[src/rtl/imem_program_loader_pkg.sv]
// Shared definitions for the instruction-memory program loader.
// Holds the loader state encoding, frame/word field widths and small
// state-classification helpers used by the top-level FSM.
package imem_program_loader_pkg;

  localparam int BYTE_W = 8;
  localparam int WORD_W = 16;

  // state | meaning
  // IDLE    | after reset, waiting for start
  // LEN_HI  | expecting high byte of word count N
  // LEN_LO  | expecting low byte of N, decides CHECK / ERROR / DATA_HI
  // DATA_HI | expecting high byte of instruction word
  // DATA_LO | expecting low byte; completes a word and issues a write
  // CHECK   | expecting checksum byte
  // DONE    | load good, CPU released
  // ERROR   | oversize length or bad checksum, CPU stays held
  typedef enum logic [2:0] {
    ST_IDLE    = 3'd0,
    ST_LEN_HI  = 3'd1,
    ST_LEN_LO  = 3'd2,
    ST_DATA_HI = 3'd3,
    ST_DATA_LO = 3'd4,
    ST_CHECK   = 3'd5,
    ST_DONE    = 3'd6,
    ST_ERROR   = 3'd7
  } state_t;

  // States in which a stream byte can be taken.
  function automatic logic takes_bytes(input state_t s);
    return (s == ST_LEN_HI) || (s == ST_LEN_LO) || (s == ST_DATA_HI) ||
           (s == ST_DATA_LO) || (s == ST_CHECK);
  endfunction

  // States in which a start pulse begins a new load.
  function automatic logic takes_start(input state_t s);
    return (s == ST_IDLE) || (s == ST_DONE) || (s == ST_ERROR);
  endfunction

endpackage

[src/rtl/imem_program_loader_csum.sv]
// 8-bit XOR checksum accumulator for the loader payload.
// Ports: clk, rst (async, active high), clr (sync clear, wins over en),
//        en (fold data into acc), data (byte in), acc (running XOR).
module imem_program_loader_csum
  import imem_program_loader_pkg::*;
(
  input  logic              clk,
  input  logic              rst,
  input  logic              clr,
  input  logic              en,
  input  logic [BYTE_W-1:0] data,
  output logic [BYTE_W-1:0] acc
);

  always_ff @(posedge clk or posedge rst) begin
    if (rst) begin
      acc <= '0;
    end else if (clr) begin
      acc <= '0;
    end else if (en) begin
      acc <= acc ^ data;
    end
  end

endmodule

[src/rtl/imem_program_loader.sv]
// Writer side of the instruction memory: receives a framed byte stream
// (LEN_HI, LEN_LO, N x {HI, LO}, CSUM), writes the assembled 16-bit words
// sequentially from START_ADDR, verifies the XOR checksum and keeps the CPU
// held until a load finishes cleanly.
// Ports:
//   clk, rst          clock, async active-high reset
//   start             one-cycle load request (honoured in IDLE/DONE/ERROR)
//   in_valid/in_data  byte stream, in_ready = loader accepts this cycle
//   imem_we/addr/wdata instruction-memory write port (registered)
//   cpu_hold          1 = CPU must stall
//   done/error        sticky load result, cleared by an accepted start
//   words_loaded      words written in the current/last load
module imem_program_loader
  import imem_program_loader_pkg::*;
#(
  parameter int                ADDR_W     = 16,
  parameter int                DEPTH      = 256,
  parameter logic [ADDR_W-1:0] START_ADDR = '0
) (
  input  logic              clk,
  input  logic              rst,
  input  logic              start,
  input  logic              in_valid,
  input  logic [BYTE_W-1:0] in_data,
  output logic              in_ready,
  output logic              imem_we,
  output logic [ADDR_W-1:0] imem_addr,
  output logic [WORD_W-1:0] imem_wdata,
  output logic              cpu_hold,
  output logic              done,
  output logic              error,
  output logic [WORD_W-1:0] words_loaded
);

  // One extra bit so a DEPTH of 65536 still compares correctly.
  localparam logic [WORD_W:0] DEPTH_W = (WORD_W+1)'(DEPTH);

  state_t            state;
  logic [WORD_W-1:0] len;
  logic [WORD_W-1:0] word_idx;
  logic [BYTE_W-1:0] hi_byte;
  logic [BYTE_W-1:0] csum_acc;

  logic              xfer;
  logic              start_ok;
  logic [WORD_W-1:0] len_rx;
  logic [WORD_W-1:0] next_idx;

  assign in_ready = takes_bytes(state);
  assign xfer     = in_valid && in_ready;
  assign start_ok = start && takes_start(state);
  assign len_rx   = {len[WORD_W-1:BYTE_W], in_data};
  assign next_idx = word_idx + 16'd1;

  imem_program_loader_csum u_csum (
    .clk  (clk),
    .rst  (rst),
    .clr  (start_ok),
    .en   (xfer && ((state == ST_DATA_HI) || (state == ST_DATA_LO))),
    .data (in_data),
    .acc  (csum_acc)
  );

  always_ff @(posedge clk or posedge rst) begin
    if (rst) begin
      state        <= ST_IDLE;
      len          <= '0;
      word_idx     <= '0;
      hi_byte      <= '0;
      imem_we      <= 1'b0;
      imem_addr    <= START_ADDR;
      imem_wdata   <= '0;
      cpu_hold     <= 1'b1;
      done         <= 1'b0;
      error        <= 1'b0;
      words_loaded <= '0;
    end else begin
      imem_we <= 1'b0;
      case (state)
        ST_IDLE, ST_DONE, ST_ERROR: begin
          if (start) begin
            state        <= ST_LEN_HI;
            cpu_hold     <= 1'b1;
            done         <= 1'b0;
            error        <= 1'b0;
            words_loaded <= '0;
            word_idx     <= '0;
          end
        end
        ST_LEN_HI: begin
          if (xfer) begin
            len[WORD_W-1:BYTE_W] <= in_data;
            state                <= ST_LEN_LO;
          end
        end
        ST_LEN_LO: begin
          if (xfer) begin
            len      <= len_rx;
            word_idx <= '0;
            if (len_rx == '0) begin
              state <= ST_CHECK;
            end else if ({1'b0, len_rx} > DEPTH_W) begin
              state <= ST_ERROR;
              error <= 1'b1;
            end else begin
              state <= ST_DATA_HI;
            end
          end
        end
        ST_DATA_HI: begin
          if (xfer) begin
            hi_byte <= in_data;
            state   <= ST_DATA_LO;
          end
        end
        ST_DATA_LO: begin
          if (xfer) begin
            imem_we      <= 1'b1;
            imem_addr    <= START_ADDR + ADDR_W'(word_idx);
            imem_wdata   <= {hi_byte, in_data};
            words_loaded <= words_loaded + 16'd1;
            word_idx     <= next_idx;
            state        <= (next_idx == len) ? ST_CHECK : ST_DATA_HI;
          end
        end
        ST_CHECK: begin
          if (xfer) begin
            if (csum_acc == in_data) begin
              state    <= ST_DONE;
              done     <= 1'b1;
              cpu_hold <= 1'b0;
            end else begin
              state <= ST_ERROR;
              error <= 1'b1;
            end
          end
        end
        default: state <= ST_IDLE;
      endcase
    end
  end

endmodule

[config.mk]
export PLATFORM = sky130hd
export DESIGN_NAME = imem_program_loader
export DESIGN_NICKNAME = d
export VERILOG_FILES = /design/src/rtl/imem_program_loader_pkg.sv /design/src/rtl/imem_program_loader_csum.sv /design/src/rtl/imem_program_loader.sv
export SDC_FILE = /design/constraint.sdc
export NUM_CORES = 1
export LEC_CHECK = 0
export ABC_AREA = 1
export BUFFER_PORTS_ARGS = -buffer_cell sky130_fd_sc_hd__buf_2
export CAP_MARGIN = 20
export CORE_MARGIN = 8
export CORE_UTILIZATION = 60
export CTS_BUF_LIST = sky130_fd_sc_hd__clkbuf_2
export CTS_CLUSTER_DIAMETER = 50
export DETAILED_ROUTE_END_ITERATION = 7
export PLACE_DENSITY = 0.93
export SYNTH_ARGS = -nofsm -noshare
export SYNTH_HDL_FRONTEND = slang
export SYNTH_SLANG_ARGS = --single-unit
export TNS_END_PERCENT = 30
[constraint.sdc]
create_clock -name clk -period 4.99 [get_ports clk]
set_clock_uncertainty 0.1 [all_clocks]
set_input_delay 0.998 -clock clk [delete_from_list [all_inputs] [get_ports clk]]
set_output_delay 0.998 -clock clk [all_outputs]
set_load 0.02 [all_outputs]
[After elaboration in Yosys (flattened, before gate mapping)]
Cells that the tools add are included.
Word-level totals
  bits in registers: 103
  input bits: 12
  output and inout port bits: 53
Cells by class
  add/subtract/negate cells: 2
  order comparisons: 1
  equal/unequal tests: 19
  multiplexer cells: 37
  bitwise logic cells: 2
  reductions and logical operators: 27
Operators by type and width (count)
  16-bit two-way mux: 4
  16-bit one-hot mux with 3 select lines: 1
  16-bit by 1-bit adder with 16-bit output (second input constant): 2
  16-bit one-hot mux with 2 select lines: 1
  3-bit two-way mux: 9
  8-bit two-way mux: 3
  3-bit one-hot mux with 6 select lines: 1
  16-bit equality test: 1
  16-bit by 9-bit > comparator with 1-bit output (second input constant): 1
  16-bit zero test: 1
  2-bit inequality test (second input constant): 8
  8-bit one-hot mux with 2 select lines: 1
  1-bit two-way mux: 14
  3-bit equality test (second input constant): 4
  8-bit equality test: 1
  4-bit AND reduction: 2
  8-bit bitwise XOR: 1
  1-bit logical OR: 7
  7-bit AND reduction: 1
  3-bit by 2-bit equality test with 1-bit output (second input constant): 2
  2-bit AND reduction: 3
  3-bit AND reduction: 2
  6-bit AND reduction: 1
  2-bit nonzero test: 3
  other kinds (9): 14

[Depth between registers and ports, before layout]
  depth in word-level cells: 9
  mapped depth: 16
  depth with buffers taken out: 16

[Hierarchy]
Synthesis repeated with hierarchy kept, for this count alone.
Second synthesis, totals
  cell total of the unflattened synthesis: 672
  area, all modules: 5258.8 µm²
By module, submodules not included
  imem_program_loader: times used 1, cells an instance 628, area each 4869.7 µm², seq. area each 2378.5 µm²
  imem_program_loader_csum: times used 1, cells an instance 44, area each 389.1 µm², seq. area each 200.2 µm²

[Worst setup path before layout]
No wires, ideal clock.
  kind: reg2out
  from: register state[1]
  to: output in_ready
  arrival: 973 ps
  data required time: 3892 ps
  setup slack: 2919 ps
  stages on the path, launching flop included: 6
  buffers on the path: 0
  path through: dfrtp_1 -> inv_2 -> nand2_1 -> nor2_2 -> nor2_4 -> inv_1
Between the ends
  longest elaborated chain between the ends: 5
  elaborated cells between the ends (all ways): 9
RTL lines
  from (decl): RTL line imem_program_loader.sv:38  | state_t state;
  from (signal assigned): RTL line imem_program_loader.sv:123  | state <= (next_idx == len) ? ST_CHECK : ST_DATA_HI;
  3-bit by 1-bit equality test with 1-bit output or 3-bit by 2-bit equality test with 1-bit output (tied branches): RTL line imem_program_loader_pkg.sv:31  | return (s == ST_LEN_HI) || (s == ST_LEN_LO) || (s == ST_DATA_HI) ||
  1-bit logical OR (3 in a row): RTL line imem_program_loader_pkg.sv:31
  1-bit logical OR *: RTL line imem_program_loader_pkg.sv:32  | (s == ST_DATA_LO) || (s == ST_CHECK);
  to (decl): RTL line imem_program_loader.sv:25  | output logic in_ready,
Mark *: on every way between the ends. The rest lies on a longest branch, timed or not.

[Worst setup path in the final report]
Ends and elaborated chain as after synthesis.

==> summary.txt <==
share of cells above drive strength 1: 16.6%
Cells after Synth: 618
min Tclk post-route: 2.99 ns
Final period util: 60.0%
syn nets: 632
leakage power: 2.80 nW
drt wl/cell: 15.4 µm
DRC viols: 0
EDFF count, synth: 0
largest net degree at the start of global routing: 73
NumNets Final: 694
Reg2Reg Depth: 14
global-route wire length before repair: 20400 µm
crit-path max FO: 5
RSZ-0062 raised after global routing: no
Critical Path RT: 3.89 ns
CP Cell Sequence: inv_2 > nand2_1 > nor2_2 > nor2_4 > inv_1 > buf_2
CTS max path bufs: 2
Core ar.: 8180 µm²
Clock Sinks: 103
CTS HTree Levels: 3
vias in the first global route: 4277
top cells by area in the synthesized netlist: dfrtp_1 51%, nand2_1 13%, o21ai_0 7.0%
synth warn: 0
VDD IR-drop max: 290 µV
die height: 107 µm
Finish-stage setup viols: 0
RR Startpoint: word_idx[0]
Max Freq: 334 MHz
global placement routability congestion: 0.901
R2R setup slack: 2.64 ns
final-report hold violation count: 0
CTS Buf Count: 9
pwr dens: 487 nW/µm²
CP max stage delay: 0.51 ns
Starting Density: 61.4%
Final HPWL DP: 8870 µm
TNS Setup: 0 ns
power share of the clock group: 14.6%
total gr overflow: 0
Pre-antenna DRT Iters: 5
drt first-iter violations: 428
Yosys top cell area share: 50.8%
FF+latch count, synth: 103
DRT met1 WL: 5170 µm
CTS Root Cell: clkbuf_2
vias: 4487
slew margin rel.: 43.0%
routed length on met3: 853 µm
port bufs: 64
Die Area: 11500 µm²
postcts setup bufs: 0
total power: 2.70 mW
CTS Hold Bufs: 0
top post-synthesis cells by count: 175 x nand2_1, 102 x dfrtp_1, 70 x o21ai_0, 67 x inv_1, 47 x nand3_1
CTS tree: built
# Max-Cap Violations: 0
area growth from synthesis to layout: 10.6%
ANT nets after route: 0
Pint: 1.51 mW
final WL: 12200 µm
I/O pin count: 65
WS Path Type: register to output port
post-cts sizing count: 0
sw frac: 44.2%
most frequent cell after synthesis: nand2_1
overall track demand over capacity in global routing: 21.7%
clock latency on the worst-skew pair: 0.60 ns
Reg2Reg Capture Point: state[1]
chip width: 107 µm
n_diodes: 0
Slew Limit Fails: 0
Critical Path AT: 1.89 ns
Avg Cell Area, Syn: 8.12 µm²
Site Rows: 33
crit path launch type: register
sequential area share after synthesis: 51.4%
sequential share of power: 46.9%
Cell variety after synth: 36
Worst path slowest cell: dfrtp_1
commonest register cell after synthesis: dfrtp_1
Reg clk slew, reported paths: 0.30 ns
Hold WC Path Type: input pin to async pin
antenna violations before repair: 0
Worst-Margin Slew: 0.855 ns
highest routed layer: met4
synthesized cell area: 5020 µm²
WL met2: 6000 µm
outcome: completed
ys async rst share: 100%
cell taking the most area after synthesis: dfrtp_1
switching pwr: 1.19 mW
crit end category: output port
combinational share of power: 38.5%
vias per cell: 5.68
==> layer usage <==
layer / vias up / GRT usage, %
met3: 19 / 4.01
met4: 0 / 7.73
met2: 186 / 35.3
met5: - / 0
li1: 2144 / -
met1: 2138 / 28.4
==> per-stage QoR <==
step | cell area, µm² | std cells | utilization (%) | hold slack, ns | setup WS (ns)
2_1_floorplan | 5020 | 618 | - | 0.342 | 1.19
3_3_place_gp | 5420 | 773 | 66.3 | 0.349 | 1.88
3_5_place_dp | 5420 | 773 | 66.3 | 0.363 | 1.76
4_1_cts | 5530 | 789 | 67.6 | 0.422 | 2.00
5_1_grt | 5550 | 790 | 67.9 | 0.443 | 1.84
6_report | 5550 | 790 | 67.9 | 0.412 | 2.00
==> how the worst max path moves through the flow <==
stage                   end  slack (ns)  cells after the start     start
2_1_floorplan          done        1.19                      1       rst
3_3_place_gp   word_idx[13]        1.88                      6  in_valid
3_5_place_dp    word_idx[7]        1.76                      6  in_valid
4_1_cts            in_ready        2.00                      6  state[1]
5_1_grt            in_ready        1.84                      6  state[1]
6_report           in_ready        2.00                      6  state[1]
==> layout make-up <==
cell class / instances / area (µm²)
fillers: 655 / 2630
flip-flops and latches: 103 / 2580
multi-input cells: 426 / 2100
repair buffers: 66 / 348
inverters: 74 / 280
well taps: 105 / 131
clock inverters: 6 / 63.8
clock buffers: 10 / 50.0
==> state kept, by name, summed over array words and instances (netlist names) <==
register,count
len,16
done,1
state,3
error,1
word_idx,16
imem_wdata,16
hi_byte,8
imem_we,1
cpu_hold,1
words_loaded,16
u_csum.acc,8
imem_addr,16
==> cell families after synthesis <==
logic type / synth area share (%)
buffers and inverters: 6.88
AND/OR/NAND/NOR: 27.4
AO/OA/AOI/OAI: 11.5
flip-flops: 51.4
adder cells (fa/ha/maj): 0.498
XOR/XNOR: 2.37
==> placed cells by master, fill, tap and decap left out, types with 5 or more instances in the layout <==
cell type,Yosys,routed
nor2_2,6,6
inv_1,67,66
nand2_2,4,5
clkbuf_2,0,10
o21ai_1,7,7
nand3_1,47,47
xnor2_1,7,7
o21ai_0,70,70
nor2_1,35,35
nand4_1,16,16
buf_2,6,64
o22ai_1,10,10
inv_2,6,6
nand2_1,175,174
dfrtp_1,102,102
a21oi_1,15,15
==> critical path, delay by kind of cell (launching register included) <==
family	cells	cell delay (ns)
buf+inv	3	0.37
simple gates	3	0.43
flops	1	0.51
==> power groups by stage <==
stage	logic [mW]	clock network (mW)	registers, mW
6_report	1.04	0.394	1.27
5_1_grt	1.16	0.426	1.29
4_1_cts	1.04	0.395	1.26
3_5_place_dp	1.04	0	1.28
3_3_place_gp	0.982	0	1.26
2_1_floorplan	0.613	0	1.38
No activity file was read; power rests on OpenSTA's default activity.
